[config.mk]
export PLATFORM = sky130hd
export DESIGN_NAME = cmp_result_filter_flat
export DESIGN_NICKNAME = d
export VERILOG_FILES = /design/src/rtl/cmp_result_filter_pkg.sv /design/src/rtl/cmp_result_filter_if.sv /design/src/rtl/cmp_result_filter_sat_counter.sv /design/src/rtl/cmp_result_filter.sv /design/src/flat_wrapper.sv
export SDC_FILE = /design/constraint.sdc
export NUM_CORES = 1
export LEC_CHECK = 0
export CORE_UTILIZATION = 50
export CTS_BUF_LIST = sky130_fd_sc_hd__clkbuf_4
export DETAILED_ROUTE_END_ITERATION = 7
export PLACE_DENSITY = 0.86
export SYNTH_ARGS = -nofsm -noshare
export SYNTH_HDL_FRONTEND = slang
export SYNTH_HIERARCHICAL = 1
export SYNTH_SLANG_ARGS = --single-unit
export TNS_END_PERCENT = 1
[constraint.sdc]
create_clock -name clk -period 3.5 [get_ports clk]
set_clock_uncertainty 0.15 [all_clocks]
set_input_delay 0.35 -clock clk [delete_from_list [all_inputs] [get_ports clk]]
set_output_delay 0.35 -clock clk [all_outputs]
set_load 0.02 [all_outputs]
[src/rtl/cmp_result_filter_pkg.sv]
// cmp_filt_pkg: result codes, FSM states and flag-decoding helpers for cmp_result_filter
// Contents: res_t (2-bit result code), RES_NONE/LT/EQ/GT, state_t (S_IDLE/S_ARM/S_LOCK),
//           one_hot3() legality test and flag_code() flag-to-code mapping.
package cmp_filt_pkg;
    typedef logic [1:0] res_t;
    localparam res_t RES_NONE = 2'd0;
    localparam res_t RES_LT   = 2'd1;
    localparam res_t RES_EQ   = 2'd2;
    localparam res_t RES_GT   = 2'd3;
    typedef enum logic [1:0] {S_IDLE = 2'd0, S_ARM = 2'd1, S_LOCK = 2'd2} state_t;
    function automatic logic one_hot3(logic gt, logic eq, logic lt);
        return (gt ^ eq ^ lt) & ~(gt & eq & lt);
    endfunction
    function automatic res_t flag_code(logic gt, logic eq, logic lt);
        return gt ? RES_GT : eq ? RES_EQ : lt ? RES_LT : RES_NONE;
    endfunction
endpackage

[src/rtl/cmp_result_filter_if.sv]
// cmp_result_filter_if: comparator-flag input bundle and filtered-result output bundle
// master: drives clr, in_valid, gt, eq, lt; observes stable_res, locked, chg_pulse, err, *_cnt.
// slave:  the filter side of the same signals.
interface cmp_result_filter_if #(parameter int CNT_W = 8);
    logic               clr;
    logic               in_valid;
    logic               gt;
    logic               eq;
    logic               lt;
    cmp_filt_pkg::res_t stable_res;
    logic               locked;
    logic               chg_pulse;
    logic               err;
    logic [CNT_W-1:0]   gt_cnt;
    logic [CNT_W-1:0]   eq_cnt;
    logic [CNT_W-1:0]   lt_cnt;
    modport master (
        output clr, in_valid, gt, eq, lt,
        input  stable_res, locked, chg_pulse, err, gt_cnt, eq_cnt, lt_cnt
    );
    modport slave (
        input  clr, in_valid, gt, eq, lt,
        output stable_res, locked, chg_pulse, err, gt_cnt, eq_cnt, lt_cnt
    );
endinterface

[src/rtl/cmp_result_filter_sat_counter.sv]
// sat_counter: W-bit up counter that holds at all-ones
// Ports: clk, rst (sync, active-high), clr (sync clear), inc (count enable), cnt (count value).
module sat_counter #(parameter int W = 8) (
    input  logic         clk,
    input  logic         rst,
    input  logic         clr,
    input  logic         inc,
    output logic [W-1:0] cnt
);
    always_ff @(posedge clk)
        if (rst || clr)
            cnt <= '0;
        else if (inc && cnt != '1)
            cnt <= cnt + W'(1);
endmodule

[src/rtl/cmp_result_filter.sv]
// cmp_result_filter: debounces one-hot gt/eq/lt comparator flags into a locked result
// Ports: clk, rst (sync, active-high), bus (cmp_result_filter_if.slave): clr, in_valid, gt, eq, lt in;
//        stable_res, locked, chg_pulse, err, gt_cnt, eq_cnt, lt_cnt out (all registered).
// Build option: define CMP_FILT_STICKY_ERR_EN to make err sticky until clr/rst; otherwise err pulses.
module cmp_result_filter
    import cmp_filt_pkg::*;
#(
    parameter int STABLE_CNT = 3,
    parameter int CNT_W      = 8
) (
    input logic                 clk,
    input logic                 rst,
    cmp_result_filter_if.slave  bus
);
    localparam logic [3:0] STABLE = 4'(STABLE_CNT);
    res_t       cand, stable_q, s;
    logic [3:0] run_len, run_nx;
    state_t     state, state_nx;
    logic       legal, illegal, lock, chg_q, err_q, err_nx;
    always_comb begin
        legal    = bus.in_valid && !bus.clr && one_hot3(bus.gt, bus.eq, bus.lt);
        illegal  = bus.in_valid && !bus.clr && !one_hot3(bus.gt, bus.eq, bus.lt);
        s        = flag_code(bus.gt, bus.eq, bus.lt);
        // cand is NONE after reset or an illegal sample, so a legal s never matches it there
        run_nx   = illegal ? 4'd0 : !legal ? run_len : s != cand ? 4'd1 :
                   run_len == STABLE ? run_len : run_len + 4'd1;
        lock     = legal && run_nx == STABLE && s != stable_q;
        state_nx = lock ? S_LOCK :
                   state == S_IDLE && legal ? S_ARM :
                   state == S_ARM && illegal && stable_q == RES_NONE ? S_IDLE : state;
`ifdef CMP_FILT_STICKY_ERR_EN
        err_nx   = err_q | illegal;
`else
        err_nx   = illegal;
`endif
    end
    always_ff @(posedge clk)
        if (rst || bus.clr) begin
            cand     <= RES_NONE;
            run_len  <= '0;
            state    <= S_IDLE;
            stable_q <= RES_NONE;
            chg_q    <= 1'b0;
            err_q    <= 1'b0;
        end else begin
            cand     <= illegal ? RES_NONE : legal ? s : cand;
            run_len  <= run_nx;
            state    <= state_nx;
            stable_q <= lock ? s : stable_q;
            chg_q    <= lock;
            err_q    <= err_nx;
        end
    assign bus.stable_res = stable_q;
    assign bus.locked     = state == S_LOCK;
    assign bus.chg_pulse  = chg_q;
    assign bus.err        = err_q;
    sat_counter #(.W(CNT_W)) u_gt (.clk(clk), .rst(rst), .clr(bus.clr), .inc(legal && s == RES_GT), .cnt(bus.gt_cnt));
    sat_counter #(.W(CNT_W)) u_eq (.clk(clk), .rst(rst), .clr(bus.clr), .inc(legal && s == RES_EQ), .cnt(bus.eq_cnt));
    sat_counter #(.W(CNT_W)) u_lt (.clk(clk), .rst(rst), .clr(bus.clr), .inc(legal && s == RES_LT), .cnt(bus.lt_cnt));
endmodule
[src/flat_wrapper.sv]
// flat-port wrapper written by rule: the top's interface ports become plain ports
module cmp_result_filter_flat import cmp_filt_pkg::*;
#(
    parameter int STABLE_CNT = 3,
    parameter int CNT_W      = 8
)
  (clk, rst, bus_clr, bus_in_valid, bus_gt, bus_eq, bus_lt, bus_stable_res, bus_locked, bus_chg_pulse, bus_err, bus_gt_cnt, bus_eq_cnt, bus_lt_cnt);
  cmp_result_filter_if #(.CNT_W(CNT_W)) bus_i ();
  input logic clk;
  input logic rst;
  input wire logic [$bits(bus_i.clr)-1:0] bus_clr;
  input wire logic [$bits(bus_i.in_valid)-1:0] bus_in_valid;
  input wire logic [$bits(bus_i.gt)-1:0] bus_gt;
  input wire logic [$bits(bus_i.eq)-1:0] bus_eq;
  input wire logic [$bits(bus_i.lt)-1:0] bus_lt;
  output wire logic [$bits(bus_i.stable_res)-1:0] bus_stable_res;
  output wire logic [$bits(bus_i.locked)-1:0] bus_locked;
  output wire logic [$bits(bus_i.chg_pulse)-1:0] bus_chg_pulse;
  output wire logic [$bits(bus_i.err)-1:0] bus_err;
  output wire logic [$bits(bus_i.gt_cnt)-1:0] bus_gt_cnt;
  output wire logic [$bits(bus_i.eq_cnt)-1:0] bus_eq_cnt;
  output wire logic [$bits(bus_i.lt_cnt)-1:0] bus_lt_cnt;
  assign bus_i.clr = bus_clr;
  assign bus_i.in_valid = bus_in_valid;
  assign bus_i.gt = bus_gt;
  assign bus_i.eq = bus_eq;
  assign bus_i.lt = bus_lt;
  assign bus_stable_res = bus_i.stable_res;
  assign bus_locked = bus_i.locked;
  assign bus_chg_pulse = bus_i.chg_pulse;
  assign bus_err = bus_i.err;
  assign bus_gt_cnt = bus_i.gt_cnt;
  assign bus_eq_cnt = bus_i.eq_cnt;
  assign bus_lt_cnt = bus_i.lt_cnt;
  cmp_result_filter #(.STABLE_CNT(STABLE_CNT), .CNT_W(CNT_W)) u_core (.clk(clk), .rst(rst), .bus(bus_i));
endmodule
==> results of run 1 <==
[through the flow]
stage          utilization, %  setup slack, ps  std cells
3_3_place_gp             64.2              424        310
6_report                 65.6              649        318
5_1_grt                  65.6              457        318
3_5_place_dp             64.2              292        310
2_1_floorplan               -             1130        233
4_1_cts                  65.6              658        318
[power groups by stage]
stage | logic (mW) | registers (mW) | clock network [mW]
after CTS | 0.0610 | 0.413 | 0.231
final | 0.0611 | 0.413 | 0.222
after floorplan | 0.0374 | 0.423 | 0
after global placement | 0.0592 | 0.422 | 0
after detailed placement | 0.0606 | 0.422 | 0
after global routing | 0.0675 | 0.413 | 0.248
[placed cells by master, fill, tap and decap left out, types with 5 or more instances in the layout]
master | Yosys | layout
and3_1 | 9 | 9
clkbuf_4 | 0 | 6
ha_1 | 6 | 6
mux2i_1 | 12 | 12
and3b_1 | 6 | 6
o21ai_0 | 6 | 6
nor2_1 | 9 | 9
nand2_1 | 28 | 28
dfxtp_1 | 36 | 36
nand4_1 | 6 | 6
a21oi_1 | 19 | 19
inv_1 | 5 | 5
nand3_1 | 8 | 8
clkdlybuf4s50_1 | 0 | 35
or3_1 | 6 | 6
[sequential cells by signal (all words and copies together), names as in the netlist]
name / cells
u_core/state: 2
u_core/u_lt/cnt: 8
u_core/bus.stable_res: 2
u_core/bus.chg_pulse: 1
u_core/run_len: 4
u_core/u_gt/cnt: 8
u_core/bus.err: 1
u_core/u_eq/cnt: 8
u_core/cand: 2
[critical path, stage by stage]
cell and delay, ps:
clkdlybuf4s50_1 560, inv_1 70, ha_1 310, nor3b_2 250, o21ai_1 220, nor3_1 410
and4_1 350, a21boi_0 240, mux2i_1 200
[layout make-up]
cell class	count	area [µm²]	area share (%)
clock inverter	2	11.3	0.452
multi-input combinational	185	1280	51.3
inverter	5	18.8	0.753
timing repair buffer	36	358	14.4
sequential	36	721	28.9
clock buffer	6	45.0	1.81
tap	48	60.1	2.41
[metal layers]
metal | share of wire (%) | track usage [%] | up-vias
li1 | - | - | 950
met4 | 1.5 | 7.98 | 0
met3 | 5.0 | 5.34 | 6
met1 | 48 | 28.8 | 881
met5 | 0 | 0 | -
met2 | 46 | 36.2 | 45
[worst paths after layout]
path	start	endpoint	slack, ps	depth (start not counted)
hold / removal	u_core/u_eq/cnt[1]	u_core/u_eq/cnt[1]	340	2
setup reg to reg	u_core/run_len[0]	u_core/state[0]	990	6
hold reg to reg	u_core/u_eq/cnt[1]	u_core/u_eq/cnt[1]	340	2
setup / recovery	bus_gt	u_core/u_eq/cnt[3]	650	9
[logic make-up (layout without fill, tap and decap cells)]
family | Yosys count | in the layout | share of synthesized area (%)
buffers and inverters | 12 | 49 | 2.50
muxes | 12 | 12 | 5.85
and+or+nand+nor | 112 | 112 | 32.9
AOI/OAI and AO/OA | 51 | 51 | 18.2
adders and majority gates | 6 | 6 | 3.66
DFF | 36 | 36 | 35.1
xor gates and xnor gates | 4 | 4 | 1.71
==> results.cfg, run 1 <==
[floorplanning]
die_area_um2 = 4360
start_util_pct = 54.0
design.core.area_um2 = 3800
fp.dieW_um = 66.1
ioPinCount = 36
die_y_um = 66.1
rows = 22

[timing]
max_freq_ghz = 0.351
rsz0062_at_grt = false
holdWs_ps = 345
maxSlewHeadroom_pct = 66.0
period_share_pct = 81.5
worst_slew_pin_slew_ps = 509
tns_ps = 0
setup_viol_count_final = 0
hold_viol = 0
slew_viol_final = 0
post-route-min-period_ps = 2850

[placement]
io_buffers = 35
placed_area_um2 = 2440
place_congestion = 0.869
post-dp-hpwl_mm = 3.07

[cells_and_area]
final_cell_area_um2 = 2490
final_nets = 282
fillers = 333
antenna-diode-count = 0
syn2layout_area_growth_pct = 21.5
drive_gt1_share_pct = 12.2

[detailed_routing]
routed-via-count = 1882
avgViaCountPerCell = 5.92
drt_wl_total_mm = 4.39
dr.pass1.iters = 4
remaining_drc_errors = 0
wire_per_inst_um = 13.8
antenna_left = 0
dr.first_iter.drc_count = 136

[outcome]
status = finished, final reports clean

[logic_synthesis]
synth.avg_cell_area_um2 = 8.81
seq_area_frac_synth_pct = 35.1
yosysWarnings = 6
synth_top_area_cell = dfxtp_1
synth_nets = 246
synth.area.top_cells = dfxtp_1, mux2i_1, nand2_1, a21oi_1, ha_1
synth_top_cell_area_share_pct = 35.1
synthFlopType = dfxtp_1
async_flop_share_pct = 0
ys_types = 55
synth.most_common_cell = dfxtp_1
synthCells = 233
ys_top_cells_by_count = dfxtp_1, nand2_1, a21oi_1, mux2i_1
synth_edf_count = 0
ys_ff_latch = 36
syn_area_um2 = 2050

[power]
p_int_uw = 521
leakage_nw = 0.892
p_switching_uw = 176
p_seq_share_pct = 59.3
comb_power_share_pct = 8.8
swShare_pct = 25.2
totalPowerFinal_uw = 696
p_per_area_nw_per_um2 = 279
clock_power_share_pct = 31.9
ir_worst_vdd_mv = 0.260

[clocking]
numCtsBuffers = 5
post_cts_buffers = 0
clock_sinks = 36
cts-root-buf = clkbuf_4
cts_tree = built
cts_hold_buffers = 0
cts.clk_slew.worst_paths_ps = 90
cts_resized = 0
insertion_delay_ps = 340
h-tree-depth = 2
clock_path_buffers = 2

[setup_path]
cp_max_fo = 5
worstSetupPathType = in -> reg
arrival_ps = 2960
start_kind = primary input
cp-end-kind = register
worstPathRequired_ps = 3610

[grt]
grt_first_pass_wirelength_mm = 7.58
grt_pass1_vias = 1708
gr-total-overflow = 0
antenna_found_initial = 0
grt_start_max_net_pins = 19
track_usage_pct = 22.4

[min_path]
hold_path.class = reg -> reg

[job]
drv_cap = 0
(Power assumes the default switching activity.)
==> run 2, diff against run 1 <==
- CORE_UTILIZATION: 50 -> 49
- PLACE_DENSITY: 0.86 -> 0.88
- clock period: 3.5 -> 2.5 ns (I/O delays scaled with it)
==> run 2 against run 1 <==
Effect of this change: worst setup slack worse by 560 ps; worst hold slack worse by 0.51 ps; global-route usage up 1.1 points; wire length up 8.2%; sequential power up 40%; die area up 2.0%; via count up 4.4%; total power up 45%; critical path depth up 2; critical path type unchanged; sequential share of layout area down 1.7 points; non-clock buffer count up 18.
==> results.cfg, run 2 (same netlist as run 1, synthesis figures left out) <==
[cells_and_area]
drive_gt1_share_pct = 18.8
final_nets = 300
layout_commonest_cell = dfxtp_1
layout_common_cells = dfxtp_1, clkdlybuf4s50_1, nand2_1
fillers = 324
reg_top3 = u_core/u_eq/cnt x8, u_core/u_gt/cnt x8, u_core/u_lt/cnt x8
final_cell_area_um2 = 2650
syn2layout_area_growth_pct = 28.9
antenna-diode-count = 0
fin_util_pct = 66.1

[timing]
setup_viol_count_final = 0
worst_slew_pin_slew_ps = 519
period_share_pct = 96.6
max_freq_ghz = 0.414
rsz0062_at_grt = true
holdWs_ps = 344
slew_viol_final = 0
post-route-min-period_ps = 2410
maxSlewHeadroom_pct = 65.3
hold_viol = 0

[clocking]
clock_path_buffers = 2
cts_tree = built
post_cts_buffers = 0
cts-root-buf = clkbuf_4
numCtsBuffers = 5
cts.clk_slew.worst_paths_ps = 110
h-tree-depth = 2
cts_hold_buffers = 0
cts_resized = 0
insertion_delay_ps = 340
clock_sinks = 36

[setup_path]
start_kind = primary input
cp-end-kind = register
cpPeakStageDelay_ps = 500
cpMostUsedCell = nor2_1
worstPathRequired_ps = 2600
worstRegToRegCells = 7
crit_chain = clkdlybuf4s50_1 -> inv_1 -> ha_1 -> nor3b_2 -> nor2_1 -> nor2_1 -> nand2_1 -> nor2_4 -> nand3_1 -> or4_1 -> and3_1
cpMaxStageDelayCell = clkdlybuf4s50_1
worstSetupPathType = in -> reg
reg2reg_slack_ps = 150
cp_max_fo = 4
arrival_ps = 2510

[floorplanning]
die_area_um2 = 4450
rows = 23
design.core.area_um2 = 4000
fp.dieW_um = 66.7
ioPinCount = 36
start_util_pct = 51.3
die_y_um = 66.7

[detailed_routing]
antenna_left = 0
remaining_drc_errors = 0
avgViaCountPerCell = 5.81
routed-via-count = 1964
wire_per_inst_um = 14.1
drt_wl_total_mm = 4.75
dr.first_iter.drc_count = 88
dr.pass1.iters = 4

[grt]
gr-total-overflow = 0
grt_start_max_net_pins = 18
grt_first_pass_wirelength_mm = 7.92
antenna_found_initial = 0
track_usage_pct = 23.5
grt_pass1_vias = 1825

[placement]
placed_area_um2 = 2570
place_congestion = 0.802
post-dp-hpwl_mm = 3.39
io_buffers = 35

[min_path]
hold_path_depth = 2
hold_path.class = reg -> reg

[power]
leakage_nw = 0.989
ir_worst_vdd_mv = 0.350
p_per_area_nw_per_um2 = 381

[job]
drv_cap = 0

[outcome]
status = finished, final reports clean
## run 2: critical path, delay by kind of cell
kind / cells / cell delay [ps]
adder cells (fa/ha/maj): 1 / 310
AND/OR/NAND/NOR: 8 / 1380
buffers and inverters: 2 / 550
## run 2: area by class of cell
| class | instances | area [µm²] | share of cell area [%] |
|---|---|---|---|
| inverter | 5 | 18.8 | 0.710 |
| clock inverter | 1 | 3.75 | 0.142 |
| multi-input combinational | 185 | 1290 | 48.9 |
| sequential | 36 | 721 | 27.2 |
| clock buffer | 7 | 52.6 | 1.99 |
| tap | 50 | 62.6 | 2.37 |
| timing repair buffer | 54 | 493 | 18.6 |
## run 2: power breakdown
group / switching [mW] / total [mW] / internal [mW]
clock: 0.197 / 0.327 / 0.130
combinational: 0.0560 / 0.104 / 0.0483
sequential: 0.00157 / 0.577 / 0.576
total: 0.255 / 1.01 / 0.754
## run 2: stage by stage
step / std cells / power [mW] / TNS, ps / setup WS [ps]
4_1_cts: 338 / 1.02 / 0 / 18.1
5_1_grt: 338 / 1.05 / -40.5 / -22.6
6_report: 338 / 1.01 / 0 / 85.6
3_5_place_dp: 330 / 0.692 / -4250 / -372
3_3_place_gp: 330 / 0.689 / -2930 / -281
2_1_floorplan: 233 / 0.644 / 0 / 229
## run 2: worst paths after layout
path	from	endpoint
max	bus_gt	u_core/u_gt/cnt[6]
min	u_core/cand[0]	u_core/cand[0]
max reg2reg	u_core/run_len[1]	u_core/bus.stable_res[0]
min reg2reg	u_core/cand[0]	u_core/cand[0]
## run 2: layer usage
layer,vias to the layer above,GRT usage (%),wire length (µm)
li1,993,-,-
met1,922,27.9,2190
met2,40,39.8,2270
met3,9,5.82,212
met4,0,10.1,77
met5,-,0,0
==> run 3, diff against run 2 <==
- SKIP_LAST_GASP: unset -> 1
==> run 3 against run 2 <==
Effect of this change: largest cell class unchanged; register-to-register slack about the same; worst hold slack gained 1.0 ps; sequential power about the same; cell count is the same; count of clock-buffer cells in the layout unchanged; final area fell by 0.24%; critical endpoint is now u_core/u_lt/cnt[6].
==> results.cfg, run 3 (same netlist as run 1, synthesis figures left out) <==
[outcome]
status = finished, final reports clean

[grt]
grt_start_max_net_pins = 18
antenna_found_initial = 0
grt_pass1_vias = 1825
track_usage_pct = 23.5
gr-total-overflow = 0
grt_first_pass_wirelength_mm = 7.92

[floorplanning]
design.core.area_um2 = 4000
die_y_um = 66.7
die_area_um2 = 4450
start_util_pct = 51.3
fp.dieW_um = 66.7
ioPinCount = 36
rows = 23

[job]
drv_cap = 0

[detailed_routing]
avgViaCountPerCell = 5.80
dr.first_iter.drc_count = 88
dr.pass1.iters = 4
remaining_drc_errors = 0
drt_wl_total_mm = 4.74
wire_per_inst_um = 14.0
antenna_left = 0
routed-via-count = 1962

[setup_path]
worstPathRequired_ps = 2600
cp-end-kind = register
arrival_ps = 2550
regToRegStartpoint = u_core/run_len[1]
crit_chain = clkdlybuf4s50_1 -> inv_1 -> ha_1 -> nor3b_2 -> nor2_1 -> nor2_1 -> and3_1 -> nand3_1 -> or4_1 -> and3_1
start_kind = primary input
timing.rr.end = u_core/state[0]
cp_max_fo = 5
worstRegToRegCells = 6
reg2reg_slack_ps = 150
cpMaxStageDelayCell = clkdlybuf4s50_1
cpPeakStageDelay_ps = 500
worstSetupPathType = in -> reg
critPathLaunch = bus_gt

[timing]
hold_viol = 0
setup_viol_count_final = 0
holdWs_ps = 345
rsz0062_at_grt = true
maxSlewHeadroom_pct = 65.3
post-route-min-period_ps = 2450
max_freq_ghz = 0.408
slew_viol_final = 0
fin_ws_ps = 47.1
worst_slew_pin_slew_ps = 519
period_share_pct = 98.1

[clocking]
numCtsBuffers = 5
cts.clk_slew.worst_paths_ps = 110
cts_tree = built
cts_hold_buffers = 0
cts-root-buf = clkbuf_4
h-tree-depth = 2
clock_path_buffers = 2
insertion_delay_ps = 340
clock_sinks = 36

[min_path]
min_from = u_core/cand[0]
hold_path.class = reg -> reg
hold_path_depth = 2
hold_end = u_core/cand[0]

[cells_and_area]
antenna-diode-count = 0
layout_common_cells = dfxtp_1, clkdlybuf4s50_1, nand2_1
reg_top3 = u_core/u_eq/cnt x8, u_core/u_gt/cnt x8, u_core/u_lt/cnt x8
syn2layout_area_growth_pct = 28.6
regArea_um2 = 721
fin_util_pct = 66.0
final_nets = 300
final_cells = 338
multiInputGateArea_um2 = 1290
fillers = 325
layout_commonest_cell = dfxtp_1
drive_gt1_share_pct = 18.4

[placement]
place_congestion = 0.802
post-dp-hpwl_mm = 3.39
io_buffers = 35
place_inst = 330
dpl_worst_slack_ps = -372

[power]
leakage_nw = 0.989
p_switching_uw = 254
swShare_pct = 25.2
clock_power_share_pct = 32.5
totalPowerFinal_mw = 1.01
comb_power_share_pct = 10.3
ir_worst_vdd_mv = 0.350
p_per_area_nw_per_um2 = 382
p_int_uw = 754
p_seq_share_pct = 57.3
## run 3: cell counts in the layout (fill, tap and decap cells not counted)
No cell type changed its count.
## run 3: metrics by stage
stage	cell area, µm²	TNS (ps)
after global placement	2570	-2930
after CTS	2630	0
after global routing	2640	-131
after detailed placement	2570	-4250
final	2640	0
after floorplan	2050	0
## run 3: layout make-up
type | count | area share [%]
Clock inverter | 1 | 0.142
Timing Repair Buffer | 54 | 18.7
Inverter | 5 | 0.711
Sequential cell | 36 | 27.3
Clock buffer | 7 | 1.99
Tap cell | 50 | 2.37
Multi-Input combinational cell | 185 | 48.8
## run 3: worst max path at each step
stage / to / slack [ps] / cells past startpoint
after CTS: u_core/u_gt/cnt[6] / 20 / 11
after global placement: u_core/u_gt/cnt[6] / -280 / 11
final: u_core/u_lt/cnt[6] / 50 / 10
after detailed placement: u_core/u_gt/cnt[6] / -370 / 11
after floorplan: u_core/u_eq/cnt[6] / 230 / 8
after global routing: u_core/u_gt/cnt[6] / -60 / 11
## run 3: layer usage
| metal | GRT usage (%) | wire [µm] | vias up |
|---|---|---|---|
| met5 | 0 | 0 | - |
| met4 | 10.1 | 77 | 0 |
| met3 | 5.82 | 203 | 9 |
| met2 | 39.8 | 2270 | 38 |
| met1 | 27.9 | 2190 | 923 |
| li1 | - | - | 992 |
## run 3: repair_timing
action	CTS	global route
gates resized for setup	0	2
buffers inserted	0	0
hold endpoints to repair	0	0
setup endpoints to repair	0	8
## run 3: power by group through the flow
stage               Clock (mW)  Combinational [mW]  Sequential [mW]
CTS                      0.339               0.102            0.577
floorplan                    0              0.0523            0.592
detailed placement           0               0.102            0.590
finish                   0.327               0.104            0.577
global placement             0              0.0990            0.590
global route             0.361               0.114            0.578
## run 3: critical path: cells and delay by family
kind / cells / cell delay [ps]
buffers and inverters: 2 / 550
AND/OR/NAND/NOR: 7 / 1420
adder cells (fa/ha/maj): 1 / 310
